`src/rtl/lsu_ahb_pkg.sv`:
```
// lsu_ahb_pkg: shared encodings for the AHB-Lite load/store unit.
// Size codes, HTRANS/HBURST/HPROT values, FSM states, data-phase bundle.
package lsu_ahb_pkg;

    localparam logic [1:0] LSU_SIZE_B = 2'b00;
    localparam logic [1:0] LSU_SIZE_H = 2'b01;
    localparam logic [1:0] LSU_SIZE_W = 2'b10;
    localparam logic [1:0] LSU_SIZE_D = 2'b11;

    localparam logic [1:0] HTRANS_IDLE   = 2'b00;
    localparam logic [1:0] HTRANS_NONSEQ = 2'b10;

    localparam logic [2:0] HBURST_SINGLE = 3'b000;
    localparam logic [3:0] HPROT_DATA    = 4'b0001;

    typedef enum logic [1:0] {
        ST_IDLE,
        ST_DATA,
        ST_ERR1
    } lsu_state_e;

    typedef struct packed {
        logic       write;
        logic [1:0] size;
        logic       uns;
        logic       mis;
    } dp_t;

    // Low address bits that must be zero for a naturally aligned access.
    function automatic logic [2:0] size_mask(input logic [1:0] size);
        size_mask = 3'b000;
        unique case (size)
            LSU_SIZE_B: size_mask = 3'b000;
            LSU_SIZE_H: size_mask = 3'b001;
            LSU_SIZE_W: size_mask = 3'b011;
            LSU_SIZE_D: size_mask = 3'b111;
        endcase
    endfunction

endpackage

```
`src/rtl/lsu_ahb_if.sv`:
```
// lsu_ahb_if: LSU request/response handshake plus AHB-Lite master bus.
// master = the LSU side, slave = the core/bus environment side.
interface lsu_ahb_if #(
    parameter int DATA_W = 32,
    parameter int ADDR_W = 32
);

    logic              lsu_req_valid;
    logic              lsu_req_ready;
    logic              lsu_req_write;
    logic [1:0]        lsu_req_size;
    logic              lsu_req_unsigned;
    logic [ADDR_W-1:0] lsu_req_addr;
    logic [DATA_W-1:0] lsu_req_wdata;
    logic              lsu_resp_valid;
    logic [DATA_W-1:0] lsu_resp_rdata;
    logic              lsu_resp_err;
    logic              lsu_misaligned;

    logic              dbus_hwrite;
    logic [2:0]        dbus_hsize;
    logic [2:0]        dbus_hburst;
    logic [3:0]        dbus_hport;
    logic [1:0]        dbus_htrans;
    logic              dbus_hmastlock;
    logic [ADDR_W-1:0] dbus_haddr;
    logic [DATA_W-1:0] dbus_hwdata;
    logic              dbus_hready;
    logic              dbus_hresp;
    logic [DATA_W-1:0] dbus_hrdata;

    modport master (
        input  lsu_req_valid, lsu_req_write, lsu_req_size,
        input  lsu_req_unsigned, lsu_req_addr, lsu_req_wdata,
        output lsu_req_ready, lsu_resp_valid, lsu_resp_rdata,
        output lsu_resp_err, lsu_misaligned,
        output dbus_hwrite, dbus_hsize, dbus_hburst, dbus_hport,
        output dbus_htrans, dbus_hmastlock, dbus_haddr, dbus_hwdata,
        input  dbus_hready, dbus_hresp, dbus_hrdata
    );

    modport slave (
        output lsu_req_valid, lsu_req_write, lsu_req_size,
        output lsu_req_unsigned, lsu_req_addr, lsu_req_wdata,
        input  lsu_req_ready, lsu_resp_valid, lsu_resp_rdata,
        input  lsu_resp_err, lsu_misaligned,
        input  dbus_hwrite, dbus_hsize, dbus_hburst, dbus_hport,
        input  dbus_htrans, dbus_hmastlock, dbus_haddr, dbus_hwdata,
        output dbus_hready, dbus_hresp, dbus_hrdata
    );

endinterface

```
`src/rtl/lsu_ahb_rdata_align.sv`:
```
// lsu_ahb_rdata_align: lane select and sign/zero extension of bus read data.
// Ports: rdata (bus word), off (byte lane), size, uns, data (extended result).
module lsu_ahb_rdata_align #(
    parameter int DATA_W = 32,
    parameter int OW     = $clog2(DATA_W / 8)
) (
    input  logic [DATA_W-1:0] rdata,
    input  logic [OW-1:0]     off,
    input  logic [1:0]        size,
    input  logic              uns,
    output logic [DATA_W-1:0] data
);

    logic [DATA_W-1:0] lane;
    logic [DATA_W-1:0] mask;
    logic [DATA_W-1:0] top;
    logic [6:0]        nbits;
    logic              sbit;

    // mask covers the access width; top isolates its sign bit.
    // A width >= DATA_W shifts everything out, giving a full mask.
    always_comb begin
        lane  = rdata >> {off, 3'b000};
        nbits = 7'd8 << size;
        mask  = ~({DATA_W{1'b1}} << nbits);
        top   = mask & ~(mask >> 1);
        sbit  = ~uns & (|(lane & top));
        data  = (lane & mask) | ({DATA_W{sbit}} & ~mask);
    end

endmodule

```
`src/rtl/lsu_ahb.sv`:
```
// lsu_ahb: pipelined AHB-Lite load/store unit (clk, rst_n, bus master modport).
// Macro LSU_MISALIGN_TRAP_EN: trap misaligned accesses instead of aligning down.
module lsu_ahb
    import lsu_ahb_pkg::*;
#(
    parameter int DATA_W = 32,
    parameter int ADDR_W = 32
) (
    input logic       clk,
    input logic       rst_n,
    lsu_ahb_if.master bus
);

    localparam int OW = $clog2(DATA_W / 8);

    lsu_state_e        state;
    lsu_state_e        state_nx;
    dp_t               dp;
    logic [OW-1:0]     dp_off;
    logic [DATA_W-1:0] hwdata_q;
    logic [DATA_W-1:0] wrep;
    logic [DATA_W-1:0] ext;
    logic [2:0]        smask;
    logic [ADDR_W-1:0] addr_al;
    logic              req_mis;
    logic              err1_now;
    logic              cancel;
    logic              accept;
    logic              resp_valid;
    logic              resp_err;

    assign smask   = size_mask(bus.lsu_req_size);
    assign addr_al = {bus.lsu_req_addr[ADDR_W-1:3],
                      bus.lsu_req_addr[2:0] & ~smask};

`ifdef LSU_MISALIGN_TRAP_EN
    assign req_mis        = |(bus.lsu_req_addr[2:0] & smask);
    assign bus.dbus_haddr = bus.lsu_req_addr;
`else
    assign req_mis        = 1'b0;
    assign bus.dbus_haddr = addr_al;
`endif

    // First ERROR cycle must already suppress the next address phase.
    assign err1_now = (state == ST_DATA) & ~dp.mis
                    & bus.dbus_hresp & ~bus.dbus_hready;
    assign cancel   = (state == ST_ERR1) | err1_now;

    assign bus.lsu_req_ready = bus.dbus_hready & ~cancel;
    assign accept = bus.lsu_req_valid & bus.lsu_req_ready;

    // A trapped misaligned access has no bus transfer, so ignore hready.
    assign resp_valid = ((state == ST_DATA) & (dp.mis | bus.dbus_hready))
                      | ((state == ST_ERR1) & bus.dbus_hready);
    assign resp_err   = resp_valid & ~dp.mis & bus.dbus_hresp;

    assign bus.dbus_htrans =
        (bus.lsu_req_valid & ~cancel & ~req_mis) ? HTRANS_NONSEQ
                                                 : HTRANS_IDLE;
    assign bus.dbus_hwrite    = bus.lsu_req_write;
    assign bus.dbus_hsize     = {1'b0, bus.lsu_req_size};
    assign bus.dbus_hburst    = HBURST_SINGLE;
    assign bus.dbus_hport     = HPROT_DATA;
    assign bus.dbus_hmastlock = 1'b0;
    assign bus.dbus_hwdata    = hwdata_q;

    always_comb begin
        wrep = bus.lsu_req_wdata;
        unique case (bus.lsu_req_size)
            LSU_SIZE_B: wrep = {(DATA_W / 8){bus.lsu_req_wdata[7:0]}};
            LSU_SIZE_H: wrep = {(DATA_W / 16){bus.lsu_req_wdata[15:0]}};
            LSU_SIZE_W: wrep = {(DATA_W / 32){bus.lsu_req_wdata[31:0]}};
            LSU_SIZE_D: wrep = bus.lsu_req_wdata;
        endcase
    end

    always_comb begin
        state_nx = state;
        if (accept) begin
            state_nx = ST_DATA;
        end else if (err1_now) begin
            state_nx = ST_ERR1;
        end else if (resp_valid) begin
            state_nx = ST_IDLE;
        end
    end

    always_ff @(posedge clk) begin
        if (!rst_n) begin
            state    <= ST_IDLE;
            dp       <= '0;
            dp_off   <= '0;
            hwdata_q <= '0;
        end else begin
            state <= state_nx;
            if (accept) begin
                dp.write <= bus.lsu_req_write;
                dp.size  <= bus.lsu_req_size;
                dp.uns   <= bus.lsu_req_unsigned;
                dp.mis   <= req_mis;
                dp_off   <= addr_al[OW-1:0];
                hwdata_q <= wrep;
            end
        end
    end

    lsu_ahb_rdata_align #(
        .DATA_W (DATA_W)
    ) u_align (
        .rdata (bus.dbus_hrdata),
        .off   (dp_off),
        .size  (dp.size),
        .uns   (dp.uns),
        .data  (ext)
    );

    assign bus.lsu_resp_valid = resp_valid;
    assign bus.lsu_resp_err   = resp_err;
    assign bus.lsu_misaligned = resp_valid & dp.mis;
    assign bus.lsu_resp_rdata =
        (resp_valid & ~resp_err & ~dp.write & ~dp.mis) ? ext : '0;

endmodule

```
`src/flat_wrapper.sv`:
```
// flat-port wrapper written by rule: the top's interface ports become plain ports
module lsu_ahb_flat import lsu_ahb_pkg::*;
#(
    parameter int DATA_W = 32,
    parameter int ADDR_W = 32
)
  (clk, rst_n, bus_lsu_req_valid, bus_lsu_req_write, bus_lsu_req_size, bus_lsu_req_unsigned, bus_lsu_req_addr, bus_lsu_req_wdata, bus_lsu_req_ready, bus_lsu_resp_valid, bus_lsu_resp_rdata, bus_lsu_resp_err, bus_lsu_misaligned, bus_dbus_hwrite, bus_dbus_hsize, bus_dbus_hburst, bus_dbus_hport, bus_dbus_htrans, bus_dbus_hmastlock, bus_dbus_haddr, bus_dbus_hwdata, bus_dbus_hready, bus_dbus_hresp, bus_dbus_hrdata);
  lsu_ahb_if #(.DATA_W(DATA_W), .ADDR_W(ADDR_W)) bus_i ();
  input logic clk;
  input logic rst_n;
  input wire logic [$bits(bus_i.lsu_req_valid)-1:0] bus_lsu_req_valid;
  input wire logic [$bits(bus_i.lsu_req_write)-1:0] bus_lsu_req_write;
  input wire logic [$bits(bus_i.lsu_req_size)-1:0] bus_lsu_req_size;
  input wire logic [$bits(bus_i.lsu_req_unsigned)-1:0] bus_lsu_req_unsigned;
  input wire logic [$bits(bus_i.lsu_req_addr)-1:0] bus_lsu_req_addr;
  input wire logic [$bits(bus_i.lsu_req_wdata)-1:0] bus_lsu_req_wdata;
  output wire logic [$bits(bus_i.lsu_req_ready)-1:0] bus_lsu_req_ready;
  output wire logic [$bits(bus_i.lsu_resp_valid)-1:0] bus_lsu_resp_valid;
  output wire logic [$bits(bus_i.lsu_resp_rdata)-1:0] bus_lsu_resp_rdata;
  output wire logic [$bits(bus_i.lsu_resp_err)-1:0] bus_lsu_resp_err;
  output wire logic [$bits(bus_i.lsu_misaligned)-1:0] bus_lsu_misaligned;
  output wire logic [$bits(bus_i.dbus_hwrite)-1:0] bus_dbus_hwrite;
  output wire logic [$bits(bus_i.dbus_hsize)-1:0] bus_dbus_hsize;
  output wire logic [$bits(bus_i.dbus_hburst)-1:0] bus_dbus_hburst;
  output wire logic [$bits(bus_i.dbus_hport)-1:0] bus_dbus_hport;
  output wire logic [$bits(bus_i.dbus_htrans)-1:0] bus_dbus_htrans;
  output wire logic [$bits(bus_i.dbus_hmastlock)-1:0] bus_dbus_hmastlock;
  output wire logic [$bits(bus_i.dbus_haddr)-1:0] bus_dbus_haddr;
  output wire logic [$bits(bus_i.dbus_hwdata)-1:0] bus_dbus_hwdata;
  input wire logic [$bits(bus_i.dbus_hready)-1:0] bus_dbus_hready;
  input wire logic [$bits(bus_i.dbus_hresp)-1:0] bus_dbus_hresp;
  input wire logic [$bits(bus_i.dbus_hrdata)-1:0] bus_dbus_hrdata;
  assign bus_i.lsu_req_valid = bus_lsu_req_valid;
  assign bus_i.lsu_req_write = bus_lsu_req_write;
  assign bus_i.lsu_req_size = bus_lsu_req_size;
  assign bus_i.lsu_req_unsigned = bus_lsu_req_unsigned;
  assign bus_i.lsu_req_addr = bus_lsu_req_addr;
  assign bus_i.lsu_req_wdata = bus_lsu_req_wdata;
  assign bus_lsu_req_ready = bus_i.lsu_req_ready;
  assign bus_lsu_resp_valid = bus_i.lsu_resp_valid;
  assign bus_lsu_resp_rdata = bus_i.lsu_resp_rdata;
  assign bus_lsu_resp_err = bus_i.lsu_resp_err;
  assign bus_lsu_misaligned = bus_i.lsu_misaligned;
  assign bus_dbus_hwrite = bus_i.dbus_hwrite;
  assign bus_dbus_hsize = bus_i.dbus_hsize;
  assign bus_dbus_hburst = bus_i.dbus_hburst;
  assign bus_dbus_hport = bus_i.dbus_hport;
  assign bus_dbus_htrans = bus_i.dbus_htrans;
  assign bus_dbus_hmastlock = bus_i.dbus_hmastlock;
  assign bus_dbus_haddr = bus_i.dbus_haddr;
  assign bus_dbus_hwdata = bus_i.dbus_hwdata;
  assign bus_i.dbus_hready = bus_dbus_hready;
  assign bus_i.dbus_hresp = bus_dbus_hresp;
  assign bus_i.dbus_hrdata = bus_dbus_hrdata;
  lsu_ahb #(.DATA_W(DATA_W), .ADDR_W(ADDR_W)) u_core (.clk(clk), .rst_n(rst_n), .bus(bus_i));
endmodule
```
`config.mk`:
```
export PLATFORM = sky130hd
export DESIGN_NAME = lsu_ahb_flat
export DESIGN_NICKNAME = d
export VERILOG_FILES = /design/src/rtl/lsu_ahb_pkg.sv /design/src/rtl/lsu_ahb_if.sv /design/src/rtl/lsu_ahb_rdata_align.sv /design/src/rtl/lsu_ahb.sv /design/src/flat_wrapper.sv
export SDC_FILE = /design/constraint.sdc
export NUM_CORES = 1
export LEC_CHECK = 0
export ABC_CLOCK_PERIOD_IN_PS = 1700
export BUFFER_PORTS_ARGS = -buffer_cell sky130_fd_sc_hd__buf_2
export CAP_MARGIN = 20
export CORE_AREA = 2 2 84 95
export DETAILED_ROUTE_END_ITERATION = 10
export DIE_AREA = 0 0 86 97
export PLACE_DENSITY_LB_ADDON = 0.05
export RECOVER_POWER = 100
export SLEW_MARGIN = 25
export SYNTH_ARGS = -nofsm -noshare
export SYNTH_HDL_FRONTEND = slang
export SYNTH_SLANG_ARGS = --single-unit
```
`constraint.sdc`:
```
create_clock -name clk -period 1.7 [get_ports clk]
set_input_delay 0.085 -clock clk [delete_from_list [all_inputs] [get_ports clk]]
set_output_delay 0.085 -clock clk [all_outputs]
set_load 0.05 [all_outputs]
```
==> results of run 1 <==
-- power by group through the flow --
stage / clock [W] / sequential, W / combinational (W)
2_1_floorplan: 0 / 0.00119 / 0.000637
3_3_place_gp: 0 / 0.00104 / 0.000861
3_5_place_dp: 0 / 0.00104 / 0.000865
4_1_cts: 0.000630 / 0.00102 / 0.000891
5_1_grt: 0.000675 / 0.00102 / 0.000960
6_report: 0.000592 / 0.00102 / 0.000896
-- final cells by class --
cell class / instances / area, sq um / area share
Clock buffer: 6 / 72.6 / 0.0169
Clock inverter: 1 / 5.00 / 0.00117
Inverter: 3 / 11.3 / 0.00262
Multi-Input combinational cell: 278 / 2070 / 0.483
Sequential cell: 40 / 811 / 0.189
Tap cell: 87 / 109 / 0.0253
Timing Repair Buffer: 182 / 1210 / 0.282
-- tightest hold or removal path: stages --
cell and delay, ns:
buf_2 0.10, nand2_1 0.04, a21boi_0 0.07
-- worst paths after layout --
path                              startpoint                         end
hold / removal          bus_lsu_req_unsigned                u_core.dp[1]
hold reg to reg   u_core.bus.dbus_hwdata[27]  u_core.bus.dbus_hwdata[27]
setup / recovery            u_core.dp_off[1]      bus_lsu_resp_rdata[26]
setup reg to reg             u_core.state[0]  u_core.bus.dbus_hwdata[14]
-- sequential cells by signal, summed over array words and instances (netlist names) --
name,flops
u_core.dp_off,2
u_core.state,2
u_core.bus.dbus_hwdata,32
u_core.dp,4
-- layout by cell type, fill, tap and decap left out, drive strengths merged, types with 2 or more instances in the layout --
cell    count
o211a      16
inv         3
buf       137
mux2i      32
a21oi       9
and2        3
xor2        2
o21ai      36
a211oi     14
nor2b      12
conb       11
mux2        2
and3        8
nor2        8
nand2      72
a21boi     24
a21o        8
dfxtp      40
clkbuf     51
nand3      10
-- per-stage QoR --
step	instances	hold slack, ns	TNS, ns	total power (W)
after floorplan	391	0.230	-1.98	0.00183
after global placement	588	0.170	-0.141	0.00190
after detailed placement	588	0.170	-1.34	0.00190
after CTS	596	0.0491	-6.58	0.00254
after global routing	597	0.0675	-8.32	0.00266
final	597	0.0617	-5.78	0.00250
-- cell families (layout without fill, tap and decap cells) --
| family | after synthesis | in the layout |
|---|---|---|
| compound gates | 111 | 111 |
| simple gates | 120 | 120 |
| xor+xnor | 2 | 2 |
| other cells | 2 | 11 |
| flops | 40 | 40 |
| buf+inv | 73 | 192 |
| mux | 34 | 34 |
-- repair_timing --
| action | 4_1_cts | 5_1_grt |
|---|---|---|
| endpoints found under the setup margin | 31 | 32 |
| resized for setup | 67 | 54 |
| pin swaps | 1 | 4 |
| gates cloned | 0 | 0 |
| buffers inserted | 1 | 1 |
| hold endpoints to repair | 0 | 0 |
-- layer usage --
layer | vias up | share of wire | global-route usage
met5 | - | 0 | 0
met4 | 0 | 0.016 | 0.0549
met2 | 129 | 0.51 | 0.375
met3 | 16 | 0.073 | 0.0529
li1 | 1523 | - | -
met1 | 1394 | 0.40 | 0.247
==> summary.md, run 1 <==
| Metric | Value |
|---|---|
| Reg clk slew, reported paths | `0.07 ns` |
| Switching pwr | `between 0.0009 and 0.001 W` |
| Number of buffer cells added on primary ports | `between 100 and 150` |
| Bufs and invs on worst path | `2` |
| Area grow syn2layout | `45.2%` |
| Largest cells by area after synthesis | `dfxtp_1 27%, buf_4 11%, mux2i_1 11%` |
| Hold WC Path Type | `in -> reg` |
| Critical Path, Cell by Cell | `and4b_2 -> a21oi_4 -> a2111oi_4 -> buf_6 -> a21o_2 -> buf_8` |
| Worst Reg2Reg Path Length in Cells | `6` |
| Final setup margin | `-0.252 ns` |
| CP Depth | `6` |
| Setup violators final | `28` |
| DP HPWL | `just under 7000 microns` |
| Placer Congestion | `0.832` |
| Simple-gate area share of the yosys netlist | `0.185` |
| Layout fillers | `slightly above 700` |
| Rel. slew slack | `0.327` |
| MaxCap Viol Count | `0` |
| Initial antenna violation count | `0` |
| Number of hold violations in the final report | `0` |
| Die width | `approximately 86 microns` |
| Cells after Synth | `382` |
| Clk_skew | `around 0.0049 ns` |
| CTS tree | `built` |
| Final Util | `0.588` |
| Avg WL per Cell | `approximately 15 microns` |
| Via-per-instance ratio | `between 5 and 6` |
| Combinational share of power | `0.358` |
| Mux cell area share after synthesis | `0.116` |
| Most frequent cell after synthesis | `nand2_1` |
| RSZ-0062 raised after global routing | `yes` |
| Nets | `about 620` |
| Synth warn | `0` |
| Hold path depth | `3` |
| Critical path class | `reg -> out` |
| Crit path launch type | `flop` |
| ANT nets after route | `0` |
| Clock latency on the worst-skew pair | `0.29 ns` |
| Clock buffer count from CTS | `5` |
| Area share of the leading cell type in the synthesized netlist | `0.271` |
| Diodes inserted | `0` |
| Vias in the first global route | `2,970` |
| Max VDD drop | `between 0.3 and 0.4 mV` |
| Residual DRC | `0` |
| Adder-cell area share of the yosys netlist | `0` |
| Routed Wire Length | `between 9000 and 10,000 microns` |
| Switching Share | `0.378` |
| Cell taking the most area after synthesis | `dfxtp_1` |
| Layout cells sized above 1 | `0.402` |
| Clk pwr share | `0.236` |
| Tightest Pin Transition | `around 1.0 ns` |
| Share of the yosys chip area belonging to registers | `0.271` |
| Top_reg_cell synth | `dfxtp_1` |
| Row count | `33` |
| Run status | `complete, but fails checks` |
| Critical Path Fanout Max | `8` |
| Worst path arrival time | `1.87 ns` |
| Critical Path RT | `roughly 1.6 ns` |
| Min Clock Period, post-route | `between 1.5 and 2 ns` |
| Async set-or-reset flop fraction in the synthesized netlist | `0` |
| Post-placement worst setup slack | `-0.0747 ns` |
| Post-synth cell types | `36` |
| Int Power | `approximately 0.0016 W` |
| Slowest CP cell | `dfxtp_4` |
| Cell Pwr Density | `583 nW/um^2` |
| Top delay family on crit path | `compound AO/OA/AOI/OAI gates` |
| Complex-gate fraction of the synthesized area | `0.265` |
| Finished Cell Area | `roughly 4300 sq um` |
| Initial core utilization | `0.405` |
| Largest family of logic cells by synthesized area | `compound AO/OA/AOI/OAI gates` |
| Global-route wire length before repair | `14,300 microns` |
| FMAX | `around 510 MHz` |
| Register-to-register path setup slack | `between 0.1 and 0.15 ns` |
| Pins Over Slew Limit | `0` |
| Core area | `around 7300 sq um` |
| Number of H-tree levels | `2` |
| Drt first-iter violations | `68` |
| Clk root buf | `clkbuf_8` |
| Fin crit share | `1.15` |
| Gr usage total | `0.210` |
| EDFF count, synth | `0` |
| Pleak | `1.97 nW` |
| Max Buffers Root-to-Sink | `2` |
| Yosys reg bits | `40` |
| Total die area | `approximately 8300 sq um` |
| Grt total ovfl | `0` |
| Syn avg cell area | `~7.7 sq um` |
| Post-Syn Area | `approximately 3000 sq um` |
| I/O Pins | `approximately 220` |
| Hold-fix buffers at CTS | `0` |
| Die Ht | `97 microns` |
| Crit. End Element | `primary output` |
| Commonest cells in the netlist | `72 x nand2_1, 43 x buf_4, 40 x dfxtp_1` |
| # clock sinks | `40` |
| Pre-Repair DR Iteration Count | `4` |
| Sequential share of power | `0.406` |
| CP max stage delay | `between 0.3 and 0.4 ns` |
| Largest net degree at the start of global routing | `41` |
| Failing checks | `negative setup slack` |
| Placement-stage cell area | `3840 sq um` |
| Vias | `approximately 3,100` |
| Synth Area in XOR/XNOR | `0.00846` |
Note: power is estimated with default switching activity, not from simulation.
==> inputs of run 2 (changes only) <==
--- a/config.mk
+++ b/config.mk
@@ -6,14 +6,17 @@
 export NUM_CORES = 1
 export LEC_CHECK = 0
 export ABC_CLOCK_PERIOD_IN_PS = 1700
-export BUFFER_PORTS_ARGS = -buffer_cell sky130_fd_sc_hd__buf_2
 export CAP_MARGIN = 20
-export CORE_AREA = 2 2 84 95
+export CELL_PAD_IN_SITES_DETAIL_PLACEMENT = 2
+export CELL_PAD_IN_SITES_GLOBAL_PLACEMENT = 2
+export CORE_AREA = 2 2 100 111
 export DETAILED_ROUTE_END_ITERATION = 10
-export DIE_AREA = 0 0 86 97
+export DIE_AREA = 0 0 102 113
+export DONT_BUFFER_PORTS = 1
 export PLACE_DENSITY_LB_ADDON = 0.05
 export RECOVER_POWER = 100
 export SLEW_MARGIN = 25
 export SYNTH_ARGS = -nofsm -noshare
 export SYNTH_HDL_FRONTEND = slang
+export SYNTH_HIERARCHICAL = 1
 export SYNTH_SLANG_ARGS = --single-unit
==> summary.md, run 2 <==
| Metric | Value |
|---|---|
| M1 WL | `4840 microns (was 3700 microns)` |
| Min Clock Period, post-route | `1.97 ns (was 1.95 ns)` |
| Hold WC Path Type | `in -> reg (unchanged)` |
| Commonest non-fill, non-tap cell in the layout | `a21oi_1 (was buf_2)` |
| Syn avg cell area | `8.19 sq um (was 7.74 sq um)` |
| Largest net degree at the start of global routing | `35 (was 41)` |
| Top Layer Used | `met4 (unchanged)` |
| Vias | `3,340 (was 3,062)` |
| Min-delay src | `bus_lsu_req_wdata[15] (was bus_lsu_req_unsigned)` |
| Post-synth cell types | `37 (was 36)` |
| Row count | `39 (was 33)` |
| Crit path launch type | `flop (unchanged)` |
| Largest cells by area after synthesis | `dfxtp_1 24%, buf_4 11%, a21oi_1 8.0% (was dfxtp_1 27%, buf_4 11%, mux2i_1 11%)` |
| Number of hold violations in the final report | `0 (unchanged)` |
| Tightest Pin Transition | `0.754 ns (was 1.01 ns)` |
| Avg WL per Cell | `21.5 microns (was 15.5 microns)` |
| Worst r2r dst | `u_core/bus.dbus_hwdata[1] (was u_core.bus.dbus_hwdata[14])` |
| DP HPWL | `9000 microns (was 6880 microns)` |
| Reg clk slew, reported paths | `0.05 ns (was 0.07 ns)` |
| Routed wl met2 | `6990 microns (was 4730 microns)` |
| Post-Syn Area | `3370 sq um (was 2960 sq um)` |
| Fin crit share | `1.16 (was 1.15)` |
| Routed Wire Length | `13,300 microns (was 9250 microns)` |
| Routed wl met3 | `1160 microns (was 672 microns)` |
| Final setup margin | `-0.274 ns (was -0.252 ns)` |
| Die Ht | `113 microns (was 97 microns)` |
| Register-to-register path setup slack | `0.10 ns (was 0.11 ns)` |
| ANT nets after route | `0 (unchanged)` |
| Yosys reg bits | `40 (unchanged)` |
| Synth warn | `6 (was 0)` |
| Layout cells sized above 1 | `0.357 (was 0.402)` |
| Cell taking the most area after synthesis | `dfxtp_1 (unchanged)` |
| Rel. slew slack | `0.496 (was 0.327)` |
| # clock sinks | `40 (unchanged)` |
| Placement-stage cell area | `4020 sq um (was 3840 sq um)` |
| Critical Path RT | `1.62 ns (about the same)` |
| Drt first-iter violations | `60 (was 68)` |
| Initial core utilization | `0.325 (was 0.405)` |
| Diodes inserted | `0 (unchanged)` |
| Critical Path, Cell by Cell | `buf_4 -> mux4_2 -> a21oi_4 -> buf_12 -> a21oi_2 -> and2_4 (was and4b_2 -> a21oi_4 -> a2111oi_4 -> buf_6 -> a21o_2 -> buf_8)` |
| RSZ-0062 raised after global routing | `yes (unchanged)` |
| Core area | `10,300 sq um (was 7310 sq um)` |
| Global-route wire length before repair | `19,800 microns (was 14,300 microns)` |
| Number of flip-flops in the largest register | `32 (unchanged)` |
| Hold path depth | `2 (was 3)` |
| CP max stage delay | `0.56 ns (was 0.37 ns)` |
| Cells after Synth | `411 (was 382)` |
| Die width | `102 microns (was 86 microns)` |
| Post-placement worst setup slack | `-0.190 ns (was -0.0747 ns)` |
| Most frequent cells in the layout | `47 x a21oi_1, 39 x clkbuf_1, 37 x dfxtp_1 (was 77 x buf_2, 71 x nand2_1, 38 x clkbuf_1)` |
| Placer Congestion | `0.832 (about the same)` |
| Critical Path Fanout Max | `7 (was 8)` |
| Gr usage total | `0.217 (was 0.210)` |
| Via-per-instance ratio | `5.41 (was 5.13)` |
| Clk_skew | `0.00610 ns (was 0.00492 ns)` |
| Vias in the first global route | `3,588 (was 2,970)` |
| Total die area | `11,500 sq um (was 8340 sq um)` |
| Pwr Total | `0.00311 W (was 0.00250 W)` |
| Worst path arrival time | `1.89 ns (was 1.87 ns)` |
| Worst Reg2Reg Path Length in Cells | `5 (was 6)` |
| RR Startpoint | `u_core/state[1] (was u_core.state[0])` |
| Pleak | `1.69 nW (was 1.97 nW)` |
| Area share of the leading cell type in the synthesized netlist | `0.238 (was 0.271)` |
| Residual DRC | `0 (unchanged)` |
| EDFF count, synth | `0 (unchanged)` |
| Most frequent cell after synthesis | `a21oi_1 (was nand2_1)` |
| I/O Pins | `219 (unchanged)` |
| Pins Over Slew Limit | `0 (unchanged)` |
| Async set-or-reset flop fraction in the synthesized netlist | `0 (unchanged)` |
| Hold Path Sink | `u_core/bus.dbus_hwdata[15] (was u_core.dp[1])` |
| FMAX | `507 MHz (was 512 MHz)` |
| Commonest cells in the netlist | `54 x a21oi_1, 51 x buf_4, 40 x dfxtp_1 (was 72 x nand2_1, 43 x buf_4, 40 x dfxtp_1)` |
| Top_reg_cell synth | `dfxtp_1 (unchanged)` |
| Clk root buf | `clkbuf_16 (was clkbuf_8)` |
| Clock buffer count from CTS | `5 (unchanged)` |
| Number of buffer cells added on primary ports | `0 (was 149)` |
| MaxCap Viol Count | `0 (unchanged)` |
| Share of the yosys chip area belonging to registers | `0.238 (was 0.271)` |
| Critical path class | `reg -> out (unchanged)` |
| Nets | `578 (was 615)` |
| Clock latency on the worst-skew pair | `0.29 ns (about the same)` |
| Setup violators final | `34 (was 28)` |
| Run status | `complete, but fails checks (unchanged)` |
| Finished Cell Area | `4630 sq um (was 4290 sq um)` |
| Pre-Repair DR Iteration Count | `4 (unchanged)` |
| Area grow syn2layout | `37.6% (was 45.2%)` |
| Max VDD drop | `0.734 mV (was 0.395 mV)` |
| Slowest CP cell | `mux4_2 (was dfxtp_4)` |
| CTS tree | `built (unchanged)` |
| Grt total ovfl | `0 (unchanged)` |
| Crit. End Element | `primary output (unchanged)` |
| Cell Pwr Density | `672 nW/um^2 (was 583 nW/um^2)` |
| Number of H-tree levels | `2 (unchanged)` |
| Initial antenna violation count | `0 (unchanged)` |
| Final Util | `0.448 (was 0.588)` |
| Max Buffers Root-to-Sink | `2 (unchanged)` |
| Failing checks | `negative setup slack (unchanged)` |
## run 2: changes by cell type after synthesis, moves of 16 or more
cell | previous run | this run
o31ai_1 | 0 | 16
o211a_1 | 16 | 0
o21ai_0 | 36 | 18
and2_1 | 3 | 35
a21oi_1 | 9 | 54
nand2_1 | 72 | 34
a21boi_0 | 24 | 1
## run 2: stage by stage
step | TNS, ns | instances | hold slack [ns]
floorplan | 0 | 420 | 0.233
detailed placement | -3.47 | 572 | 0.170
finish | -6.89 | 617 | 0.00107
global placement | -2.15 | 572 | 0.170
global route | -9.34 | 617 | 0.00487
CTS | -5.61 | 607 | 0.00130
## run 2: final cells by class
type / count / area [sq um]
Fill cell: 1175 / 5710
Clock buffer: 6 / 129
Sequential cell: 40 / 807
Multi-Input combinational cell: 302 / 2250
Tap cell: 143 / 179
Timing Repair Buffer: 122 / 1220
Clock inverter: 2 / 35.0
Inverter: 2 / 7.51
## run 2: timing repair
item                       4_1_cts  5_1_grt
hold endpoints to repair        16        0
gates resized for setup         48       57
hold buffers                    16        0
setup endpoints to repair       32       54
pin swaps                        5       11
setup buffers                    9       10
gates cloned                     2        1
## run 2: logic make-up after synthesis
kind of cell    share of synthesized area
simple gates                        0.183
mux                                 0.105
compound gates                      0.304
flops                               0.238
buf+inv                             0.168
other cells                       0.00223
## run 2: worst max-delay path: cells and delay by family, from the launching register on
family          cells  cell delay, ns
buf+inv             2            0.26
simple gates        1            0.20
flops               1            0.37
mux                 1            0.56
compound gates      2            0.21
## run 2: metal layers
layer  up-vias  global-route usage
met1      1635               0.231
li1       1543                   -
met2       138               0.407
met3        24              0.0686
met5         -                   0
met4         0              0.0578
## run 2: how the worst max path moves through the flow
stage | start | to | slack (ns) | depth (start not counted)
2_1_floorplan | u_core/dp_off[0] | bus_lsu_resp_rdata[17] | 0.01 | 6
3_3_place_gp | u_core/dp_off[0] | bus_lsu_resp_rdata[8] | -0.13 | 4
3_5_place_dp | u_core/dp_off[0] | bus_lsu_resp_rdata[16] | -0.19 | 5
4_1_cts | u_core/dp_off[0] | bus_lsu_resp_rdata[28] | -0.23 | 6
5_1_grt | u_core/dp_off[1] | bus_lsu_resp_rdata[31] | -0.35 | 8
6_report | u_core/dp_off[0] | bus_lsu_resp_rdata[15] | -0.27 | 6
## run 2: power breakdown
group | internal (W) | leakage [nW] | switching (W)
Sequential | 0.000992 | 0.330 | 0.0000247
Combinational | 0.000370 | 1.28 | 0.000662
Clock | 0.000690 | 0.0808 | 0.000372
==> inputs of run 3 (changes only) <==
--- a/config.mk
+++ b/config.mk
@@ -6,7 +6,7 @@
 export NUM_CORES = 1
 export LEC_CHECK = 0
 export ABC_CLOCK_PERIOD_IN_PS = 1700
-export CAP_MARGIN = 20
+export CAP_MARGIN = 0
 export CELL_PAD_IN_SITES_DETAIL_PLACEMENT = 2
 export CELL_PAD_IN_SITES_GLOBAL_PLACEMENT = 2
 export CORE_AREA = 2 2 100 111
==> constraint.sdc (replaced) <==
create_clock -name clk -period 1.7 [get_ports clk]
set_input_delay 0.085 -clock clk [delete_from_list [all_inputs] [get_ports clk]]
set_output_delay 0.085 -clock clk [all_outputs]
set_load 0.1 [all_outputs]
==> summary.md, run 3 (synthesis results as in run 2) <==
| Metric | Value |
|---|---|
| ANT nets after route | `0 (unchanged)` |
| Diodes inserted | `0 (unchanged)` |
| Run status | `complete, but fails checks (unchanged)` |
| Commonest non-fill, non-tap cell in the layout | `a21oi_1 (unchanged)` |
| Number of buffer cells added on primary ports | `0 (unchanged)` |
| Vias | `3,263 (was 3,340)` |
| Cell Pwr Density | `745 nW/um^2 (was 672 nW/um^2)` |
| Pins Over Slew Limit | `0 (unchanged)` |
| Number of flip-flops in the largest register | `32 (unchanged)` |
| Die Ht | `113 microns (unchanged)` |
| Critical path class | `reg -> out (unchanged)` |
| Initial antenna violation count | `0 (unchanged)` |
| Tightest Pin Transition | `1.17 ns (was 0.754 ns)` |
| Initial core utilization | `0.325 (unchanged)` |
| DP HPWL | `8790 microns (was 9000 microns)` |
| Row count | `39 (unchanged)` |
| RSZ-0062 raised after global routing | `yes (unchanged)` |
| Core area | `10,300 sq um (unchanged)` |
| Max Buffers Root-to-Sink | `2 (unchanged)` |
| Residual DRC | `0 (unchanged)` |
| Max VDD drop | `0.441 mV (was 0.734 mV)` |
| Bufs and invs on worst path | `1 (was 2)` |
| CTS tree | `built (unchanged)` |
| Number of H-tree levels | `2 (unchanged)` |
| MaxCap Viol Count | `0 (unchanged)` |
| Post-placement worst setup slack | `-0.164 ns (was -0.190 ns)` |
| Final Util | `0.470 (was 0.448)` |
| Area grow syn2layout | `44.4% (was 37.6%)` |
| Total die area | `11,500 sq um (unchanged)` |
| Critical Path Fanout Max | `7 (unchanged)` |
| Crit. End Element | `primary output (unchanged)` |
| Setup violators final | `44 (was 34)` |
| Min Clock Period, post-route | `1.97 ns (about the same)` |
| Routed Wire Length | `13,200 microns (was 13,300 microns)` |
| Fin crit share | `1.16 (about the same)` |
| Clk root buf | `clkbuf_16 (unchanged)` |
| Die width | `102 microns (unchanged)` |
| CP max stage delay | `0.58 ns (was 0.56 ns)` |
| Clock latency on the worst-skew pair | `0.29 ns (about the same)` |
| Gr usage total | `0.216 (was 0.217)` |
| Global-route wire length before repair | `19,500 microns (was 19,800 microns)` |
| Top delay family on crit path | `multiplexers (unchanged)` |
| Most frequent cells in the layout | `46 x a21oi_1, 37 x dfxtp_1, 34 x clkbuf_2 (was 47 x a21oi_1, 39 x clkbuf_1, 37 x dfxtp_1)` |
| Placement-stage cell area | `3990 sq um (was 4020 sq um)` |
| Register-to-register path setup slack | `-0.05 ns (was 0.10 ns)` |
| Critical Path RT | `1.62 ns (about the same)` |
| Placer Congestion | `0.738 (was 0.832)` |
| Largest net degree at the start of global routing | `40 (was 35)` |
| Via-per-instance ratio | `5.37 (was 5.41)` |
| Final setup margin | `-0.266 ns (was -0.274 ns)` |
| Nets | `569 (was 578)` |
| I/O Pins | `219 (unchanged)` |
| Min-delay src | `bus_lsu_req_size[1] (was bus_lsu_req_wdata[15])` |
| Critical Path, Cell by Cell | `mux4_2 -> a21oi_4 -> buf_12 -> a21oi_2 -> and2_4 (was buf_4 -> mux4_2 -> a21oi_4 -> buf_12 -> a21oi_2 -> and2_4)` |
| Clock buffer count from CTS | `5 (unchanged)` |
| Reg clk slew, reported paths | `0.06 ns (was 0.05 ns)` |
| Worst Reg2Reg Path Length in Cells | `5 (unchanged)` |
| Crit path launch type | `flop (unchanged)` |
| Hold Path Sink | `u_core/dp_off[0] (was u_core/bus.dbus_hwdata[15])` |
| Finished Cell Area | `4860 sq um (was 4630 sq um)` |
| Avg WL per Cell | `21.8 microns (was 21.5 microns)` |
| Pleak | `1.86 nW (was 1.69 nW)` |
| Vias in the first global route | `3,485 (was 3,588)` |
| Clk_skew | `0.00837 ns (was 0.00610 ns)` |
| Number of hold violations in the final report | `0 (unchanged)` |
| Worst path arrival time | `1.88 ns (was 1.89 ns)` |
| Hold path depth | `3 (was 2)` |
| Layout cells sized above 1 | `0.497 (was 0.357)` |
| # clock sinks | `40 (unchanged)` |
| Pre-Repair DR Iteration Count | `4 (unchanged)` |
| Failing checks | `negative setup slack (unchanged)` |
| Grt total ovfl | `0 (unchanged)` |
| Drt first-iter violations | `93 (was 60)` |
| Slowest CP cell | `mux4_2 (unchanged)` |
| RR Startpoint | `u_core/state[1] (unchanged)` |
| FMAX | `509 MHz (was 507 MHz)` |
| Worst r2r dst | `u_core/bus.dbus_hwdata[15] (was u_core/bus.dbus_hwdata[1])` |
| Hold WC Path Type | `in -> reg (unchanged)` |
| Rel. slew slack | `0.225 (was 0.496)` |
[run 3: cell types whose count changed in the layout (fill, tap and decap cells not counted), sizes merged]
cell	previous run	this run
clkbuf	47	44
o211a	2	3
clkinv	1	0
dlygate4sd3	16	17
buf	65	58
[run 3: what timing repair did]
item	CTS	global route
gates resized for setup	73	51
hold endpoints to repair	18	0
pin swaps	9	24
gates cloned	4	1
hold buffers	17	0
setup endpoints to repair	32	51
setup buffers	10	6
[run 3: tightest hold or removal path, delay by kind of cell]
family             cells  cell delay [ns]
and+or+nand+nor        2             0.09
AOI/OAI and AO/OA      1             0.06
[run 3: how the worst max path moves through the flow]
stage / cells after the start / slack [ns] / end / start
floorplan: 4 / -0.16 / u_core/dp_off[0] / bus_lsu_req_size[1]
global placement: 7 / -0.12 / bus_lsu_resp_rdata[11] / u_core/dp_off[0]
detailed placement: 7 / -0.16 / bus_lsu_resp_rdata[11] / u_core/dp_off[0]
CTS: 7 / -0.25 / bus_lsu_resp_rdata[27] / u_core/dp_off[0]
global route: 6 / -0.33 / bus_lsu_resp_rdata[12] / u_core/dp_off[1]
finish: 5 / -0.27 / bus_lsu_resp_rdata[14] / u_core/dp_off[0]
[run 3: metrics by stage]
stage / setup TNS (ns) / power [W] / std cells / hold slack, ns
floorplan: -0.196 / 0.00243 / 420 / 0.233
global placement: -0.400 / 0.00228 / 563 / 0.171
detailed placement: -1.73 / 0.00229 / 563 / 0.171
CTS: -6.66 / 0.00363 / 602 / 0.00111
global route: -10.78 / 0.00376 / 608 / 0.00661
finish: -6.70 / 0.00362 / 608 / 0.00214
[run 3: final cells by class]
type	instances	area, sq um
fill	1108	5480
multi-input combinational	303	2490
timing repair buffer	112	1190
sequential	40	807
tap	143	179
clock buffer	7	153
clock inverter	1	30.0
inverter	2	7.51
[run 3: per-layer routing]
metal  part of all wire  routed length, microns  vias up  GRT usage
met5                  0                       0        -          0
met4              0.013                     166        0     0.0329
met3              0.070                     928       10     0.0525
met2               0.54                    7110      118      0.399
met1               0.38                    5040     1602      0.254
li1                   -                       -     1533          -
[run 3: report_power, final]
| part | switching, W | total (W) | internal [W] |
|---|---|---|---|
| logic | 0.000993 | 0.00143 | 0.000435 |
| clock network | 0.000389 | 0.00116 | 0.000773 |
| registers | 0.0000376 | 0.00103 | 0.000993 |
| total | 0.00142 | 0.00362 | 0.00220 |
